**src/rtl/usb_tx_arbiter_if.sv**
```systemverilog
// Handshake bundle between the two transmit requesters, the DP/DM encoder and the arbiter.
// The arbiter connects through the slave modport; the requester/encoder side uses master.
interface usb_tx_arbiter_if;
    logic        ph_req;
    logic        nrzi_req;
    logic        rx_busy;
    logic        sent;
    logic        ph_grant;
    logic        nrzi_grant;
    logic        busy;
    logic        abort;
    logic [31:0] hold_cnt;

    modport master (
        output ph_req,
        output nrzi_req,
        output rx_busy,
        output sent,
        input  ph_grant,
        input  nrzi_grant,
        input  busy,
        input  abort,
        input  hold_cnt
    );

    modport slave (
        input  ph_req,
        input  nrzi_req,
        input  rx_busy,
        input  sent,
        output ph_grant,
        output nrzi_grant,
        output busy,
        output abort,
        output hold_cnt
    );
endinterface

```
**src/rtl/usb_tx_arbiter.sv**
```systemverilog
// Arbitrates the single DP/DM transmit encoder between the protocol handler and the NRZI path,
// with round-robin tie breaking, a grant timeout and a fixed inter-packet gap.
module usb_tx_arbiter #(
    parameter int GAP_CYCLES = 2,
    parameter int TIMEOUT    = 200
) (
    input  logic            clock,
    input  logic            reset_n,
    usb_tx_arbiter_if.slave bus
);

    typedef enum logic [1:0] {
        IDLE       = 2'd0,
        GRANT_PH   = 2'd1,
        GRANT_NRZI = 2'd2,
        GAP        = 2'd3
    } state_t;

    typedef enum logic {
        WIN_PH   = 1'b0,
        WIN_NRZI = 1'b1
    } winner_t;

    localparam int          GAP_W     = (GAP_CYCLES > 1) ? $clog2(GAP_CYCLES) : 1;
    localparam logic [GAP_W-1:0] GAP_LAST  = GAP_W'(GAP_CYCLES - 1);
    localparam logic [31:0]      HOLD_LAST = 32'(TIMEOUT - 1);

    state_t           state;
    winner_t          last_winner;
    logic [GAP_W-1:0] gap_cnt;
    logic [31:0]      hold_cnt_q;
    logic             ph_grant_q;
    logic             nrzi_grant_q;
    logic             busy_q;
    logic             abort_q;

    // Every output is a register updated alongside the state, so none depends
    // combinationally on a request, rx_busy or sent.
    always_ff @(posedge clock or negedge reset_n) begin
        if (!reset_n) begin
            state        <= IDLE;
            last_winner  <= WIN_NRZI;
            gap_cnt      <= '0;
            hold_cnt_q   <= '0;
            ph_grant_q   <= 1'b0;
            nrzi_grant_q <= 1'b0;
            busy_q       <= 1'b0;
            abort_q      <= 1'b0;
        end else begin
            abort_q <= 1'b0;
            case (state)
                IDLE: begin
                    if (!bus.rx_busy) begin
                        if (bus.ph_req && (!bus.nrzi_req || last_winner == WIN_NRZI)) begin
                            state      <= GRANT_PH;
                            ph_grant_q <= 1'b1;
                            busy_q     <= 1'b1;
                            hold_cnt_q <= '0;
                            if (bus.nrzi_req) begin
                                last_winner <= WIN_PH;
                            end
                        end else if (bus.nrzi_req) begin
                            state        <= GRANT_NRZI;
                            nrzi_grant_q <= 1'b1;
                            busy_q       <= 1'b1;
                            hold_cnt_q   <= '0;
                            if (bus.ph_req) begin
                                last_winner <= WIN_NRZI;
                            end
                        end
                    end
                end
                GRANT_PH, GRANT_NRZI: begin
                    // A completed packet takes priority over a timeout landing on the same cycle.
                    if (bus.sent || hold_cnt_q == HOLD_LAST) begin
                        state        <= GAP;
                        ph_grant_q   <= 1'b0;
                        nrzi_grant_q <= 1'b0;
                        gap_cnt      <= '0;
                        abort_q      <= !bus.sent;
                    end else begin
                        hold_cnt_q <= hold_cnt_q + 32'd1;
                    end
                end
                GAP: begin
                    if (gap_cnt == GAP_LAST) begin
                        state  <= IDLE;
                        busy_q <= 1'b0;
                    end else begin
                        gap_cnt <= gap_cnt + 1'b1;
                    end
                end
                default: begin
                    state        <= IDLE;
                    ph_grant_q   <= 1'b0;
                    nrzi_grant_q <= 1'b0;
                    busy_q       <= 1'b0;
                end
            endcase
        end
    end

    assign bus.ph_grant   = ph_grant_q;
    assign bus.nrzi_grant = nrzi_grant_q;
    assign bus.busy       = busy_q;
    assign bus.abort      = abort_q;
    assign bus.hold_cnt   = hold_cnt_q;

    // The encoder must never see two owners, and busy must track the state it mirrors.
    grant_exclusive: assert property (@(posedge clock) disable iff (!reset_n)
        !(ph_grant_q && nrzi_grant_q));

    busy_consistent: assert property (@(posedge clock) disable iff (!reset_n)
        busy_q == (ph_grant_q || nrzi_grant_q || state == GAP));

endmodule

```
**src/flat_wrapper.sv**
```systemverilog
// flat-port wrapper written by rule: the top's interface ports become plain ports
module usb_tx_arbiter_flat 
#(
    parameter int GAP_CYCLES = 2,
    parameter int TIMEOUT    = 200
)
  (clock, reset_n, bus_ph_req, bus_nrzi_req, bus_rx_busy, bus_sent, bus_ph_grant, bus_nrzi_grant, bus_busy, bus_abort, bus_hold_cnt);
  usb_tx_arbiter_if bus_i ();
  input  logic clock;
  input  logic reset_n;
  input wire logic [$bits(bus_i.ph_req)-1:0] bus_ph_req;
  input wire logic [$bits(bus_i.nrzi_req)-1:0] bus_nrzi_req;
  input wire logic [$bits(bus_i.rx_busy)-1:0] bus_rx_busy;
  input wire logic [$bits(bus_i.sent)-1:0] bus_sent;
  output wire logic [$bits(bus_i.ph_grant)-1:0] bus_ph_grant;
  output wire logic [$bits(bus_i.nrzi_grant)-1:0] bus_nrzi_grant;
  output wire logic [$bits(bus_i.busy)-1:0] bus_busy;
  output wire logic [$bits(bus_i.abort)-1:0] bus_abort;
  output wire logic [$bits(bus_i.hold_cnt)-1:0] bus_hold_cnt;
  assign bus_i.ph_req = bus_ph_req;
  assign bus_i.nrzi_req = bus_nrzi_req;
  assign bus_i.rx_busy = bus_rx_busy;
  assign bus_i.sent = bus_sent;
  assign bus_ph_grant = bus_i.ph_grant;
  assign bus_nrzi_grant = bus_i.nrzi_grant;
  assign bus_busy = bus_i.busy;
  assign bus_abort = bus_i.abort;
  assign bus_hold_cnt = bus_i.hold_cnt;
  usb_tx_arbiter #(.GAP_CYCLES(GAP_CYCLES), .TIMEOUT(TIMEOUT)) u_core (.clock(clock), .reset_n(reset_n), .bus(bus_i));
endmodule
```
**config.mk**
```make
export PLATFORM = sky130hd
export DESIGN_NAME = usb_tx_arbiter_flat
export DESIGN_NICKNAME = d
export VERILOG_FILES = /design/src/rtl/usb_tx_arbiter_if.sv /design/src/rtl/usb_tx_arbiter.sv /design/src/flat_wrapper.sv
export SDC_FILE = /design/constraint.sdc
export NUM_CORES = 1
export LEC_CHECK = 0
export CORE_MARGIN = 10
export CORE_UTILIZATION = 32
export CTS_CLUSTER_DIAMETER = 120
export DETAILED_ROUTE_END_ITERATION = 10
export GPL_TIMING_DRIVEN = 1
export PLACE_DENSITY_LB_ADDON = 0.15
export SLEW_MARGIN = 15
export SYNTH_ARGS = -nofsm -noshare
export SYNTH_HDL_FRONTEND = slang
export SYNTH_SLANG_ARGS = --single-unit
```
**constraint.sdc**
```tcl
create_clock -name clock -period 5.7 [get_ports clock]
set_input_delay 1.71 -clock clock [delete_from_list [all_inputs] [get_ports clock]]
set_output_delay 1.71 -clock clock [all_outputs]
set_load 0.005 [all_outputs]
```
==> metrics.txt, run 1 <==
status=complete, no violations; global-route wire length before repair=12800 um; Leak=1.21 nW; sequential fraction of the synthesis area=39.9%; fraction of registers with async set/reset=100%; initial antenna violation count=0; endpoints failing setup=0; Die Height=109 um; synthesis-to-layout area growth=22.5%; register area=1000 um^2; worst-skew pair later-pin latency=300 ps; Startpoint Class=input pin; WP data required=5870 ps; die width=109 um; ys flop type=dfrtp_1; RSZ-0062 raised after global routing=false; P per Cell Area=359 nW/um^2; worst setup path class=input pin to register; relative slew slack=37.5%; vias in the first global route=2354; #FFs+latches synth=40; Remaining DRCs=0; Final Hold Viols=0; GPL Wtd Cong=0.811; First-pass DRT Iterations=5; Initial Util=32.7%; Final ANT Viol Nets=0; CTS sink cnt=40; period utilization=65.8%; Ant. Diodes=0; critical path capture point type=register; Max Transition Viols Final=0; final core occ=40.0%; final WL=7780 um; initial drt markers=241; via count=2464; # hold bufs at CTS=0; multi-input logic area=1400 um^2; Least-Margin Pin Slew=938 ps; CTS tree=yes; total gr overflow=0; GRT Total Usage=13.5%; die area=11800 um^2; CP max FO=23; share of cells above drive strength 1=6.92%; fin crit period=3750 ps; Clock Skew=8.74 ps; Hold Path Class=register to register; Final Net Count=327; post-CTS resize count=0; VDD IR max=0.149 mV; syn avg cell area=8.90 um^2; Setup TNS Final=0 ps; FMAX=267 MHz; max cap viols=0; clk root buf=clkbuf_8; number of cell rows=32; Yosys warnings=0; Synth cell types=56; Ports=42; postcts setup bufs=0; largest net degree at the start of global routing=41; IO buf count=41; Post-Synthesis Cells=282; H-tree Lvls=2; worst-case clock buffer depth=2; # fillers=790; Mapped Nets=292; core area=7690 um^2; DR WL/cell=18.5 um; number of synthesized flops with an enable pin=0; WP data arrival=3920 ps; CTS buffer count=5; synthesized cell area=2510 um^2; DR vias/cell=5.87; Reg clk slew, reported paths=80 ps; placed wire-length estimate=5420 um
-- stage by stage --
stage	power (mW)	setup slack [ps]	hold WS (ps)	instance area, um^2	std cells
finish	1.10	1950	508	3080	420
global route	1.19	1850	518	3080	420
CTS	1.11	1980	512	3080	420
detailed placement	0.922	1670	497	2990	412
global placement	0.916	1720	490	2990	412
floorplan	0.745	2620	476	2510	282
-- flip-flops by register name (all words and copies together) (netlist names) --
register	flops
u_core.bus.hold_cnt	32
u_core.state	2
u_core.bus.abort	1
u_core.bus.busy	1
u_core.bus.nrzi_grant	1
u_core.bus.ph_grant	1
u_core.gap_cnt	1
u_core.last_winner	1
-- synthesized netlist by cell type, types with 6 or more instances --
| master | count | share of area [%] |
|---|---|---|
| inv_1 | 12 | 1.8 |
| nor3_1 | 10 | 2.0 |
| clkbuf_1 | 6 | 0.90 |
| nor2_1 | 14 | 2.1 |
| a21oi_1 | 10 | 2.0 |
| nand4_1 | 18 | 4.5 |
| nand3_1 | 29 | 5.8 |
| o21ai_0 | 13 | 2.6 |
| and4_1 | 8 | 2.8 |
| buf_2 | 6 | 1.2 |
| nor4_1 | 12 | 3.0 |
| a31oi_1 | 7 | 1.7 |
| nand2_1 | 19 | 2.8 |
| dfrtp_1 | 39 | 39 |
-- logic make-up after synthesis --
group           share of synthesized area (%)
flops                                    39.9
buf+inv                                  4.68
fa+ha+maj                                1.99
mux                                      1.39
simple gates                             31.0
xor+xnor                                 1.05
compound gates                           19.9
-- critical path, stage by stage --
cell and delay (ps):
clkdlybuf4s50_1 530, o21ba_2 170, a21o_1 630, o211ai_1 180, buf_4 230, o311ai_0 340, o41ai_1 130
-- worst paths after layout --
kind	depth (start not counted)	end	slack, ps	startpoint
setup / recovery	7	u_core.bus.hold_cnt[30]	1950	bus_ph_req
hold reg to reg	1	u_core.last_winner	510	u_core.last_winner
hold / removal	1	u_core.last_winner	510	u_core.last_winner
max in group asynchronous	1	u_core.bus.hold_cnt[7]	3560	reset_n
setup reg to reg	8	u_core.bus.hold_cnt[30]	2550	u_core.state[0]
min in group asynchronous	1	u_core.bus.ph_grant	1550	reset_n
-- area by class of cell --
class	count	area share [%]
clock buffers	7	2.48
multi-input cells	214	45.4
clock inverters	1	0.163
repair buffers	43	13.7
flip-flops and latches	40	32.6
inverters	13	1.59
well taps	102	4.15
-- layer usage --
layer	track usage, %	up-vias	share of wire (%)
met5	0	-	0
met4	3.48	0	0.81
met3	2.80	7	5.1
met2	20.5	71	47
met1	18.9	1203	47
li1	-	1183	-
-- cell usage in the layout, fill, tap and decap left out, types with 7 or more instances in the layout --
cell type / instances
clkdlybuf4s50_1: 40
dfrtp_1: 39
nand3_1: 29
nand2_1: 19
nand4_1: 18
nor2_1: 14
o21ai_0: 13
inv_1: 12
nor4_1: 12
nor3_1: 10
a21oi_1: 9
and4_1: 8
a31oi_1: 7
-- power breakdown --
group / internal [mW] / switching, mW
Clock: 0.0861 / 0.101
Sequential: 0.317 / 0.0250
Combinational: 0.169 / 0.407
Total: 0.572 / 0.533
Power figures use the tool's default switching activity.
==> run 2: changes to the inputs <==
==> constraint.sdc (replaced) <==
create_clock -name clock -period 3.65 [get_ports clock]
set_input_delay 1.095 -clock clock [delete_from_list [all_inputs] [get_ports clock]]
set_output_delay 1.095 -clock clock [all_outputs]
set_load 0.005 [all_outputs]
==> run 2 against run 1 <==
Net effect: critical endpoint is now u_core.bus.hold_cnt[1]; clock power is 67% higher; hold slack gained 4.4 ps; sequential share of layout area is 0.56 points lower; wire length rose by 1.5%; core utilization grew 0.70 points; worst setup slack worse by 1200 ps; highest routed layer unchanged.
==> metrics.txt, run 2 (synthesis gave the netlist of run 1 again) <==
final non-filler cell total=426; final core occ=40.7%; P per Cell Area=594 nW/um^2; H-tree Lvls=2; Hold Path Class=register to register; design area=3130 um^2; endpoints failing setup=0; die area=11800 um^2; global-route wire length before repair=12900 um; Final Net Count=333; final WL=7900 um; number of cell rows=32; total gr overflow=0; Final ANT Viol Nets=0; Remaining DRCs=0; RSZ-0062 raised after global routing=false; CTS buffer count=5; Clock Skew=9.73 ps; Cell Area, Placed=3040 um^2; share of cells above drive strength 1=8.64%; GRT Total Usage=13.5%; GPL Wtd Cong=0.828; Clock power frac=16.8%; post-CTS resize count=0; Final Hold Viols=0; Startpoint Class=input pin; die width=109 um; highest-count cells in the layout ignoring fill and taps=clkdlybuf4s50_1 (40), dfrtp_1 (39), nand3_1 (29); vias in the first global route=2440; max reg flops=32; CP max FO=8; initial antenna violation count=0; status=complete, no violations; worst setup path class=input pin to register; switch share=46.8%; reg2reg path depth=8; core area=7690 um^2; CTS tree=yes; Leak=1.24 nW; fin crit period=2860 ps; Max Transition Viols Final=0; Reg clk slew, reported paths=80 ps; commonest non-fill, non-tap cell in the layout=clkdlybuf4s50_1; Least-Margin Pin Slew=947 ps; P_int=990 uW; Ports=42; synthesis-to-layout area growth=24.6%; via count=2528; IO buf count=41; # hold bufs at CTS=0; Setup TNS Final=0 ps; critical path capture point type=register; VDD IR max=0.246 mV; Initial Util=32.7%; Comb pwr share=54.4%; worst-case clock buffer depth=2; Die Height=109 um; FMAX=350 MHz; Flop pwr share=28.8%; First-pass DRT Iterations=4; Ant. Diodes=0; relative slew slack=36.8%; WP data arrival=3100 ps; placed cell count=418; placed wire-length estimate=5730 um; initial drt markers=150; postcts setup bufs=0; worst-skew pair later-pin latency=300 ps; clk root buf=clkbuf_8; cell depth of the worst hold path=1; Psw=870 uW; max cap viols=0; DR vias/cell=5.93; WP data required=3890 ps; largest net degree at the start of global routing=41; CTS sink cnt=40; DR WL/cell=18.5 um; period utilization=78.3%
[run 2: area by class of cell]
| cell class | instances | area (um^2) |
|---|---|---|
| fillers | 784 | 4560 |
| well taps | 102 | 128 |
| flip-flops and latches | 40 | 1000 |
| clock buffers | 8 | 90.1 |
| repair buffers | 49 | 465 |
| inverters | 13 | 48.8 |
| multi-input cells | 214 | 1400 |
[run 2: layer usage]
layer	routed length, um	part of all wire [%]	up-vias	track usage (%)
li1	-	-	1196	-
met1	3660	46	1234	17.7
met2	3700	47	88	22.0
met3	439	5.6	10	2.56
met4	102	1.3	0	4.14
met5	0	0	-	0
[run 2: metrics by stage]
| step | total power, mW | hold WS, ps | setup WS [ps] |
|---|---|---|---|
| 4_1_cts | 1.86 | 517 | 818 |
| 6_report | 1.86 | 512 | 792 |
| 2_1_floorplan | 1.16 | 476 | 1180 |
| 3_3_place_gp | 1.55 | 492 | 467 |
| 5_1_grt | 1.99 | 524 | 698 |
| 3_5_place_dp | 1.55 | 501 | 511 |
[run 2: power groups by stage]
stage / Sequential (mW) / Clock [mW] / Combinational, mW
after floorplan: 0.538 / 0 / 0.626
after global placement: 0.543 / 0 / 1.00
after detailed placement: 0.544 / 0 / 1.01
after CTS: 0.536 / 0.320 / 1.01
after global routing: 0.541 / 0.340 / 1.11
final: 0.535 / 0.313 / 1.01
[run 2: final timing paths]
check / from / end / slack (ps)
worst min register to register: u_core.last_winner / u_core.last_winner / 510
worst min-delay path: u_core.last_winner / u_core.last_winner / 510
max in group asynchronous: reset_n / u_core.bus.hold_cnt[13] / 2120
worst max register to register: u_core.state[0] / u_core.bus.hold_cnt[19] / 1060
min in group asynchronous: reset_n / u_core.bus.ph_grant / 950
worst max-delay path: bus_ph_req / u_core.bus.hold_cnt[1] / 790
[run 2: critical path, stage by stage]
cell	delay [ps]
clkdlybuf4s50_1	470
o21ba_2	240
a21oi_2	400
buf_4	240
nor2_1	90
a21oi_1	370
a22o_1	200
==> run 3: changes to the inputs <==
==> constraint.sdc (replaced) <==
create_clock -name clock -period 2.5 [get_ports clock]
set_input_delay 0.75 -clock clock [delete_from_list [all_inputs] [get_ports clock]]
set_output_delay 0.75 -clock clock [all_outputs]
set_load 0.005 [all_outputs]
==> run 3 against run 2 <==
Net effect: sequential cell count stayed put; hold slack got worse by 14 ps; clock-buffer cell count did not move; critical path depth shrank 1; clock skew is 3.0 ps lower; combinational power rose by 73%; design area is 11% higher; die area did not move; sequential share of layout area is 3.1 points lower; cell count up 9.9%; register-to-register slack got worse by 870 ps; first-iteration DRC count grew 42%; critical endpoint is now u_core.bus.hold_cnt[29]; highest routed layer unchanged.
==> metrics.txt, run 3 (synthesis gave the netlist of run 1 again) <==
status=complete, no violations; First-pass DRT Iterations=4; Remaining DRCs=0; H-tree Lvls=2; max reg flops=32; Setup Slack @ Placement=-25.8 ps; period utilization=92.4%; share of cells above drive strength 1=19.1%; Max Transition Viols Final=0; initial drt markers=213; global-route wire length before repair=13400 um; FMAX=433 MHz; Reg clk slew, reported paths=80 ps; Cell Area, Placed=3380 um^2; CP max FO=9; design area=3470 um^2; max cap viols=0; CTS sink cnt=40; die area=11800 um^2; synthesis-to-layout area growth=38.2%; worst setup path class=register to register; placed wire-length estimate=6120 um; WP data required=2680 ps; core area=7690 um^2; Setup WS post-layout=189 ps; P per Cell Area=860 nW/um^2; worst-skew pair later-pin latency=300 ps; post-CTS resize count=0; DR WL/cell=17.7 um; Final Hold Viols=0; # hold bufs at CTS=0; fin crit period=2310 ps; vias in the first global route=2535; R2R setup slack=190 ps; critical path capture point type=register; placed cell count=460; Final Net Count=375; Leak=1.46 nW; Setup TNS Final=0 ps; Startpoint Class=register; relative slew slack=51.3%; DR vias/cell=5.77; postcts setup bufs=0; VDD IR max=0.520 mV; GRT Total Usage=14.2%; Hold Path Class=register to register; Power, Total=2.99 mW; final WL=8290 um; initial antenna violation count=0; number of cell rows=32; RSZ-0062 raised after global routing=false; total gr overflow=0; Ports=42; Initial Util=32.7%; die width=109 um; Final ANT Viol Nets=0; CTS tree=yes; commonest non-fill, non-tap cell in the layout=buf_4; clk root buf=clkbuf_8; via count=2702; Least-Margin Pin Slew=726 ps; CTS buffer count=5; final non-filler cell total=468; WP data arrival=2490 ps; IO buf count=41; Ant. Diodes=0; worst-case clock buffer depth=2; Die Height=109 um; endpoints failing setup=0; final core occ=45.1%; highest-count cells in the layout ignoring fill and taps=buf_4 (48), clkdlybuf4s50_1 (40), dfrtp_1 (39); Clock Skew=6.76 ps; GPL Wtd Cong=0.873; Hold Worst Slack=499 ps; largest net degree at the start of global routing=41
[run 3: path summary, 6_finish.rpt]
path,from,endpoint,depth (start not counted)
min in group asynchronous,reset_n,u_core.bus.hold_cnt[15],2
max in group asynchronous,reset_n,u_core.bus.hold_cnt[3],2
min,u_core.last_winner,u_core.last_winner,1
max,u_core.bus.hold_cnt[21],u_core.bus.hold_cnt[29],6
max reg2reg,u_core.bus.hold_cnt[21],u_core.bus.hold_cnt[29],6
min reg2reg,u_core.last_winner,u_core.last_winner,1
[run 3: routing by layer]
layer  up-vias  global-route usage (%)  part of all wire [%]
met3         4                    3.09                   6.5
met5         -                       0                     0
met1      1332                    19.7                    46
li1       1283                       -                     -
met2        83                    21.5                    47
met4         0                    4.14                  0.71
[run 3: power by group]
group	internal (mW)	total, mW	switching (mW)
clock	0.226	0.461	0.235
combinational	0.722	1.75	1.03
sequential	0.723	0.774	0.0510
total	1.67	2.99	1.31
[run 3: cell type report]
cell class              count  area, um^2
flip-flops and latches     40        1000
multi-input cells         214        1400
fillers                   775        4220
inverters                  13        48.8
well taps                 102         128
repair buffers             91         806
clock buffers               8        90.1
[run 3: worst max-delay path: stages (launching register included)]
cell and delay, ps:
dfrtp_1 440, nor4_1 440, nand4_2 180, buf_4 200
o21ai_1 580, nor4_1 110, a211o_1 250
